[src/rtl/onehot_dispatch_decoder.sv]
// ---------------------------------------------------------------------------
// onehot_dispatch_decoder
//
// Takes an encoded target index over a valid/ready handshake and turns it
// into a registered one-hot grant. The grant is held until the selected
// target acknowledges or the grant has been held for TIMEOUT cycles.
//
// Ports:
//   clk           rising-edge clock
//   rst           asynchronous, active-high reset
//   in_valid      encoded index valid
//   in_ready      block can accept an index (IDLE and not in reset)
//   in_idx        encoded target index
//   ack           per-target acknowledge (only the granted bit matters)
//   grant         registered one-hot grant
//   grant_idx     index of current/last grant
//   busy          high while a grant is active
//   done_pulse    one-cycle pulse: grant completed by ack
//   timeout_pulse one-cycle pulse: grant aborted by timeout
//   err_pulse     one-cycle pulse: accepted index >= N_OUT
// ---------------------------------------------------------------------------
module onehot_dispatch_decoder #(
    parameter int N_OUT   = 4,
    parameter int IDX_W   = 2,
    parameter int TIMEOUT = 15
) (
    input  logic             clk,
    input  logic             rst,
    input  logic             in_valid,
    output logic             in_ready,
    input  logic [IDX_W-1:0] in_idx,
    input  logic [N_OUT-1:0] ack,
    output logic [N_OUT-1:0] grant,
    output logic [IDX_W-1:0] grant_idx,
    output logic             busy,
    output logic             done_pulse,
    output logic             timeout_pulse,
    output logic             err_pulse
);

    typedef enum logic [0:0] {
        IDLE   = 1'b0,
        ACTIVE = 1'b1
    } state_t;

    // Last timer value before the grant is abandoned.
    localparam logic [7:0]     TIMER_LAST = 8'(TIMEOUT - 1);
    // N_OUT widened by one bit so the range check also works when N_OUT == 2**IDX_W.
    localparam logic [IDX_W:0] N_OUT_LIM  = (IDX_W + 1)'(N_OUT);

    state_t           state_r;
    logic [7:0]       timer_r;
    logic             idx_ok_s;
    logic             ack_hit_s;
    logic [N_OUT-1:0] dec_s;

    // in_ready depends on state only, forced low while reset is held.
    assign in_ready  = (state_r == IDLE) && !rst;

    assign idx_ok_s  = ({1'b0, in_idx} < N_OUT_LIM);

    // grant is one-hot at grant_idx while ACTIVE, so masking ack with grant
    // selects ack[grant_idx] without an out-of-range variable index.
    assign ack_hit_s = |(ack & grant);

    // Binary-to-one-hot decode of the incoming index.
    always_comb begin
        dec_s = {N_OUT{1'b0}};
        for (int i = 0; i < N_OUT; i++) begin
            if (in_idx == IDX_W'(i)) begin
                dec_s[i] = 1'b1;
            end else begin
                dec_s[i] = 1'b0;
            end
        end
    end

    // Handshake / grant state machine with registered outputs.
    always_ff @(posedge clk or posedge rst) begin
        if (rst) begin
            state_r       <= IDLE;
            timer_r       <= 8'd0;
            grant         <= {N_OUT{1'b0}};
            grant_idx     <= {IDX_W{1'b0}};
            busy          <= 1'b0;
            done_pulse    <= 1'b0;
            timeout_pulse <= 1'b0;
            err_pulse     <= 1'b0;
        end else begin
            done_pulse    <= 1'b0;
            timeout_pulse <= 1'b0;
            err_pulse     <= 1'b0;
            case (state_r)
                IDLE: begin
                    if (in_valid) begin
                        if (idx_ok_s) begin
                            state_r   <= ACTIVE;
                            grant     <= dec_s;
                            grant_idx <= in_idx;
                            busy      <= 1'b1;
                            timer_r   <= 8'd0;
                        end else begin
                            // Out-of-range index is consumed but leaves grant state untouched.
                            err_pulse <= 1'b1;
                        end
                    end
                end
                ACTIVE: begin
                    // Ack wins over a coincident timeout.
                    if (ack_hit_s) begin
                        state_r    <= IDLE;
                        grant      <= {N_OUT{1'b0}};
                        busy       <= 1'b0;
                        done_pulse <= 1'b1;
                    end else if (timer_r == TIMER_LAST) begin
                        state_r       <= IDLE;
                        grant         <= {N_OUT{1'b0}};
                        busy          <= 1'b0;
                        timeout_pulse <= 1'b1;
                    end else begin
                        timer_r <= timer_r + 8'd1;
                    end
                end
                default: begin
                    state_r <= IDLE;
                    grant   <= {N_OUT{1'b0}};
                    busy    <= 1'b0;
                    timer_r <= 8'd0;
                end
            endcase
        end
    end

endmodule

[config.mk]
export PLATFORM = sky130hd
export DESIGN_NAME = onehot_dispatch_decoder
export DESIGN_NICKNAME = d
export VERILOG_FILES = /design/src/rtl/onehot_dispatch_decoder.sv
export SDC_FILE = /design/constraint.sdc
export NUM_CORES = 1
export LEC_CHECK = 0
export CAP_MARGIN = 20
export CORE_MARGIN = 5
export CORE_UTILIZATION = 44
export CTS_CLUSTER_DIAMETER = 150
export DETAILED_ROUTE_END_ITERATION = 8
export PLACE_DENSITY_LB_ADDON = 0.1
export SYNTH_ARGS = -nofsm -noshare
export SYNTH_HDL_FRONTEND = slang
export SYNTH_SLANG_ARGS = --single-unit
[constraint.sdc]
create_clock -name clk -period 1.8 [get_ports clk]
set_input_delay 0.27 -clock clk [delete_from_list [all_inputs] [get_ports clk]]
set_output_delay 0.27 -clock clk [all_outputs]
set_load 0.01 [all_outputs]
---- Word level (Yosys, flattened, before mapping) ----
Cells that the tools add are included.
operators by class
  add/sub/neg operators ................... 1
  equal/unequal tests ..................... 8
  muxes and demuxes ....................... 25
  bitwise gates (word level) .............. 2
  reduce and logical (&&, ||, !) cells .... 7
operator list
  operator                                                         count
  8-bit two-way mux                                                3
  8-bit case mux with 2 select lines                               1
  1-bit two-way mux                                                15
  4-bit two-way mux                                                3
  8-bit by 1-bit adder with 8-bit output, second input constant    1
  8-bit by 4-bit == test with 1-bit output, second input constant  1
  4-bit case mux with 2 select lines                               1
  2-bit != test, second input constant                             3
  4-bit AND                                                        1
  2-bit == test, second input constant                             2
  1-bit case mux with 2 select lines                               2
  2-bit AND reduction                                              2
  4-bit OR reduction                                               1
  3-bit by 1-bit != test with 1-bit output, second input constant  1
  3-bit AND reduction                                              1
  2-bit by 1-bit == test with 1-bit output, second input constant  1
  2-bit logical NOT                                                1
  1-bit logical AND                                                1
  1-bit logical NOT                                                1
  1-bit inverter                                                   1
storage, ports and cells
  register bits after elaboration ......... 18
  output and inout port bits .............. 11

---- Longest topological paths before layout ----
Gate-level depths: netlist of the first run.
  word-level depth ........................ 4
  depth in mapped cells ................... 7
  mapped depth without buffers ............ 6

---- Worst setup path before layout of the first run ----
OpenSTA, ideal clock, no wires.
  path type ............................... flip-flop to flip-flop
  start ................................... reg timer_r[0]
  end ..................................... reg state_r
  library setup time ...................... 130 ps
  data arrival time ....................... 1559 ps
  setup slack ............................. 110 ps
  cell stages (with the launch flop) ...... 8
  buffers on the path ..................... 1
  cells stage by stage .................... dfrtp_1 inv_1 ha_1 nand4b_1 or4_4 and2_4 buf_6 nand2b_1
on the way
  word-level cells in the longest chain between the ends .. 4
RTL lines
  what                                      line  text
  start, declared                           52    logic [7:0] timer_r;
  start signal, assigned                    121   timer_r <= timer_r + 8'd1;
  8-bit by 4-bit == test with 1-bit output  115   end else if (timer_r == TIMER_LAST) begin
  1-bit two-way mux                         115
  1-bit two-way mux                         110   if (ack_hit_s) begin
  1-bit case mux with 2 select lines        93    case (state_r)
  end signal, assigned                      97    state_r <= ACTIVE;
  end signal, assigned                      111   state_r <= IDLE;
  end signal, assigned                      116   state_r <= IDLE;
  end, declared                             51    state_t state_r;
Every way passes these cells.
A chain may end at the register's enable or synchronous reset.

---- Final worst setup path of the first run ----
  start ................................... reg state_r
  end ..................................... out in_ready
on the way
  word-level cells in the longest chain between the ends .. 2
RTL lines
  what                      line  text
  start signal, assigned    81    state_r <= IDLE;
  start signal, assigned    97
  start signal, assigned    111
  1-bit inverter (no line)  n/a
  1-bit logical AND         58    assign in_ready = (state_r == IDLE) && !rst;
  end, declared             30    output logic in_ready,
Every way passes these cells.

==> results of run 1 <==
[per-stage QoR]
step	hold WS, ns	total power, mW	setup slack (ns)	setup TNS (ns)
after floorplan	0.209	1.07	0.110	0
after global placement	0.488	1.41	-0.0234	-0.0234
after detailed placement	0.504	1.42	-0.0825	-0.0825
after CTS	0.320	1.63	0.0544	0
after global routing	0.329	1.80	0.0530	0
final	0.326	1.66	0.128	0
[registers in the layout (all words and copies together) (netlist names)]
signal and flops:
done_pulse 1, state_r 1, grant 4, timeout_pulse 1, busy 1, grant_idx 2, timer_r 8
[worst reg2reg max path, cell delays in order, from the launching register on]
cell and delay (ns):
dfrtp_1 0.38, inv_1 0.08, ha_1 0.14, nand4b_1 0.11, or4_4 0.47, and2_4 0.21
nand2b_1 0.14
[per-layer routing]
| metal | share of wire | vias up | global-route usage |
|---|---|---|---|
| li1 | - | 370 | - |
| met1 | 0.47 | 376 | 0.176 |
| met2 | 0.48 | 23 | 0.209 |
| met3 | 0.047 | 2 | 0.0252 |
| met4 | 0.0063 | 0 | 0.0644 |
| met5 | 0 | - | 0 |
[cell usage in the layout, fill, tap and decap left out, types with 2 or more instances in the layout]
cell type        instances
and2_1                   2
clkdlybuf4s50_1         18
and3_1                   4
mux2i_1                  9
mux2_2                   2
dfrtp_1                 17
buf_4                   11
o311ai_0                 2
nand3_1                  3
o211ai_1                 2
o2bb2ai_1                4
nand4_1                  3
inv_1                    3
nand2_1                  7
nor2_1                   3
nor2b_1                  3
nand2b_1                 2
clkbuf_4                 3
a22oi_1                  2
ha_1                     2
[path summary, 6_finish.rpt]
kind / start / cells after the start / end
max in group asynchronous: rst / 3 / state_r$_DFF_PP0_
worst min register to register: grant_idx[1]$_DFFE_PP0P_ / 1 / grant_idx[1]$_DFFE_PP0P_
worst min-delay path: rst / 3 / grant[0]$_DFFE_PP0P_
worst max-delay path: state_r$_DFF_PP0_ / 2 / in_ready
min in group clk: grant_idx[1]$_DFFE_PP0P_ / 1 / grant_idx[1]$_DFFE_PP0P_
worst max register to register: timer_r[0]$_DFFE_PP0P_ / 6 / state_r$_DFF_PP0_
[power by group through the flow]
stage,Sequential (mW),Clock [mW],Combinational [mW]
3_5_place_dp,0.669,0,0.755
3_3_place_gp,0.667,0,0.747
6_report,0.649,0.190,0.817
4_1_cts,0.667,0.202,0.757
2_1_floorplan,0.674,0,0.401
5_1_grt,0.671,0.227,0.904
[what timing repair did]
action,CTS,global route
gates resized for setup,1,0
buffers inserted,0,3
setup endpoints to repair,1,1
pin swaps,0,0
[cell families after synthesis]
logic type	count (synthesis)	synth area share
AND/OR/NAND/NOR	35	0.224
flip-flops	18	0.478
AO/OA/AOI/OAI	12	0.0996
multiplexers	11	0.120
buffers and inverters	9	0.0478
adder cells (fa/ha/maj)	2	0.0266
other	1	0.00398
[final cells by class]
type,count,area [um2]
timing repair buffer,29,263
fill,181,773
sequential,18,452
clock buffer,3,22.5
multi-input combinational,61,447
inverter,3,11.3
tap,27,33.8
==> out/results.txt, run 1 <==
status: completed
Final Cell Area: 1230 um2
GPL Wtd Cong: 0.756
Area Growth Syn to Fin: 30.4%
internal power: 1.08 mW
hold-fix buffers at CTS: 0
vias in the first global route: 785
async set-reset flop share out of synthesis: 1.00
synth unique cells: 31
n_diodes: 0
Slew @ Worst Pin: 0.511 ns
Synth Warn #: 0
Cells after Synth: 88
post-layout util: 0.614
combinational power share: 0.494
sequential fraction of design power: 0.392
register area share after synthesis: 0.478
pwr dens: 1350 nW/um2
FF+latch count, synth: 18
worst reg-to-reg setup slack: 0.15 ns
clock share of power: 0.115
full die area: 3170 um2
worst stage delay on the critical path: 0.54 ns
Syn Nets: 99
clock sinks: 18
Net Switching: 0.577 mW
crit-path leading delay family: buffers and inverters
port bufs: 18
DRC Markers: 0
Clock Latency Late Sink: 0.28 ns
CP required: 1.53 ns
Max-slew headroom: 0.656
antenna violations before repair: 0
minimum clock period after layout: 1.67 ns
All-Layer GR Usage: 0.133
Routed WL: 1920 um
share of cells above drive strength 1: 0.175
VDD IR max: 0.000678 V
Critical Path, Cell by Cell: nor2_1, clkdlybuf4s50_1
leakage dissipation: 0.579 nW
share of the synthesized area in the top cell type: 0.478
WP buf/inv: 1
cell count after placement: 135
predominant post-synthesis flop cell: dfrtp_1
Initial Util: 0.471
Area after DPL: 1180 um2
Worst Path Arrival: 1.40 ns
hold crit path type: input pin to async pin
HPWL after detailed placement: 1470 um
DRT Pass-1 Iters: 4
sw frac: 0.348
most frequent cell after synthesis: dfrtp_1
Die Y: 56.3 um
biggest area consumer among synthesized cells: dfrtp_1
CP Max Fanout: 8
Bufs on Longest Clock Path: 2
Detail Route Antenna Nets: 0
Core Area: 2000 um2
Overflow after GRT: 0
standard-cell rows: 16
io pins: 20
Syn Area/Cell: 10.7 um2
Fin. Hold Viols: 0
Worst Setup End Kind: output port
CP Launch Type: register
Vias/cell: 5.47
largest net degree at the start of global routing: 19
clock skew: 0.00293 ns
Post-synth top cells: dfrtp_1, mux2i_1, nand2_1
Die X: 56.3 um
CTS buffer count: 3
Synth area leaders: dfrtp_1, mux2i_1, o2bb2ai_1, nand2_1, and3_1
# Max-Cap Violations: 0
post-DR wirelength/cell: 13.6 um
f_max: 598 MHz
H-tree lvl count: 1
Finished Layout Cells: 141
Setup Viol. Count Final: 0
crit path kind: register to output port
final critical-path share of the clock period: 0.929
Layout Nets: 127
number of flops mapped to enable cells by yosys: 0
First DRT Iteration DRCs: 22
vias: 771
Slowest-stage cell, CP: clkdlybuf4s50_1
CTS tree: yes
RSZ-0062 raised after global routing: false
first-pass GRT wire length: 3380 um
Mapped Area: 942 um2
CTS root buf: clkbuf_4
Final Max Tran Viols: 0
clock transition at the registers of the reported paths: 0.09 ns
Note: power is estimated with default switching activity, not from simulation.
==> run 2, diff against run 1 <==
- CORE_MARGIN: 5 -> default
==> run 2 against run 1 <==
Net effect:
- worst hold slack lost 0.021 ns
- final area shrank 2.5%
- clock power grew 6%
- critical path depth is the same
- critical path type unchanged
- register-to-register slack is essentially flat
- largest power group unchanged
- clock skew grew 0.0097 ns
- via count shrank 1.8%
==> out/results.txt, run 2 (synthesis gave the netlist of run 1 again) <==
status: completed
CTS root buf: clkbuf_4
GPL Wtd Cong: 0.765 (+1.2%)
RSZ-0062 raised after global routing: false
Initial Util: 0.475 (+0.00475)
Die X: 48.3 um (-14%)
leakage dissipation: 0.561 nW (-3.1%)
Slowest-stage cell, CP: clkdlybuf4s50_1
Largest regs: timer_r x8, grant x4, grant_idx x2
f_max: 575 MHz (-3.8%)
post-cts sizing count: 0 (-1)
Overflow after GRT: 0 (unchanged)
Critical Path, Cell by Cell: nor2_1, clkdlybuf4s50_1
share of cells above drive strength 1: 0.136 (-0.0391)
crit-path leading delay family: buffers and inverters
Area after DPL: 1170 um2 (-0.63%)
Reg with most FFs: timer_r
CP Max Fanout: 11 (+3)
Routed WL: 1870 um (-2.7%)
most frequent cells in the layout: dfrtp_1, clkdlybuf4s50_1, mux2i_1
All-Layer GR Usage: 0.193 (+0.0602)
n_diodes: 0 (unchanged)
hold-fix buffers at CTS: 0 (unchanged)
post-DR wirelength/cell: 13.6 um (+0.19%)
HPWL after detailed placement: 1390 um (-5.5%)
PnR worst setup slack: 0.0617 ns (-0.0664 ns)
Detail Route Antenna Nets: 0 (unchanged)
clock skew: 0.0127 ns (+0.00975 ns)
Hold WS: 0.304 ns (-0.0213 ns)
WP buf/inv: 1 (unchanged)
CTS tree: yes
VDD IR max: 0.000959 V (+42%)
DRT Pass-1 Iters: 4 (unchanged)
Area Growth Syn to Fin: 27.1%
port bufs: 18 (unchanged)
CP Launch Type: register
post-layout util: 0.604 (-0.00958)
Die Y: 48.3 um (-14%)
hold crit path type: input pin to async pin
clock transition at the registers of the reported paths: 0.11 ns (+0.02 ns)
CTS buffer count: 3 (unchanged)
Vias/cell: 5.53 (+1.1%)
Final Max Tran Viols: 0 (unchanged)
worst stage delay on the critical path: 0.54 ns (about the same)
full die area: 2330 um2 (-26%)
largest net degree at the start of global routing: 19 (unchanged)
Worst Path Arrival: 1.47 ns (+0.07 ns)
Layout Nets: 123 (-3.1%)
max reg flops: 8 (unchanged)
vias in the first global route: 708 (-9.8%)
Fin. Hold Viols: 0 (unchanged)
vias: 757 (-1.8%)
First DRT Iteration DRCs: 18 (-18%)
Setup Viol. Count Final: 0 (unchanged)
Bufs on Longest Clock Path: 2 (unchanged)
DRC Markers: 0 (unchanged)
pre-CTS WS: -0.104 ns (-0.0212 ns)
first-pass GRT wire length: 3060 um (-9.4%)
Worst Setup End Kind: output port
minimum clock period after layout: 1.74 ns (+0.0664 ns)
H-tree lvl count: 1 (unchanged)
clock sinks: 18 (unchanged)
antenna violations before repair: 0 (unchanged)
crit path kind: register to output port
Clock Latency Late Sink: 0.30 ns (+0.02 ns)
Core Area: 1980 um2 (-1.0%)
Post-CTS Setup Inserts: 0 (unchanged)
final critical-path share of the clock period: 0.966 (+0.0369)
setup tns final: 0 ns (unchanged)
pwr dens: 1310 nW/um2 (-3.1%)
Final Cell Area: 1200 um2 (-2.5%)
standard-cell rows: 16 (unchanged)
io pins: 20 (unchanged)
CP required: 1.53 ns (about the same)
# Max-Cap Violations: 0 (unchanged)
==> run 2: cell count changes in the layout (fill, tap and decap cells not counted), sizes merged <==
cell	change
buf	-4
==> run 2: path summary, 6_finish.rpt <==
check | start | end | slack [ns] | depth (start not counted)
worst max-delay path | state_r$_DFF_PP0_ | in_ready | 0.06 | 2
worst min-delay path | rst | done_pulse$_DFF_PP0_ | 0.30 | 3
worst max register to register | timer_r[1]$_DFFE_PP0P_ | timer_r[2]$_DFFE_PP0P_ | 0.16 | 5
worst min register to register | grant_idx[1]$_DFFE_PP0P_ | grant_idx[1]$_DFFE_PP0P_ | 0.52 | 1
max in group asynchronous | rst | grant_idx[1]$_DFFE_PP0P_ | 1.28 | 3
min in group clk | grant_idx[1]$_DFFE_PP0P_ | grant_idx[1]$_DFFE_PP0P_ | 0.52 | 1
==> run 2: worst min-delay path, cell delays in order <==
cell and delay [ns]:
clkdlybuf4s50_1 0.42, inv_1 0.06, buf_4 0.24
==> run 2: area by class of cell <==
| cell class | instances | area, um2 |
|---|---|---|
| Fill cell | 175 | 785 |
| Sequential cell | 18 | 450 |
| Multi-Input combinational cell | 61 | 447 |
| Timing Repair Buffer | 25 | 233 |
| Tap cell | 27 | 33.8 |
| Clock buffer | 3 | 22.5 |
| Inverter | 3 | 11.3 |
==> run 2: stage by stage <==
stage,instances,power [mW]
2_1_floorplan,88,1.07
6_report,137,1.56
3_5_place_dp,134,1.37
4_1_cts,137,1.58
5_1_grt,137,1.68
3_3_place_gp,134,1.37
==> run 2: per-layer routing <==
layer,share of wire,global-route usage,routed length (um),vias up
met3,0.045,0.0370,85,4
met1,0.47,0.260,876,366
met5,0,0,0,-
met4,0.011,0.0722,21,0
li1,-,-,-,363
met2,0.47,0.309,886,24
==> run 2: report_power, final <==
group,leakage [nW],switching (mW),internal (mW),total (mW)
registers,0.236,0.130,0.530,0.660
clock network,0.0138,0.123,0.0779,0.201
logic,0.311,0.311,0.392,0.702
total,0.561,0.564,1.00,1.56
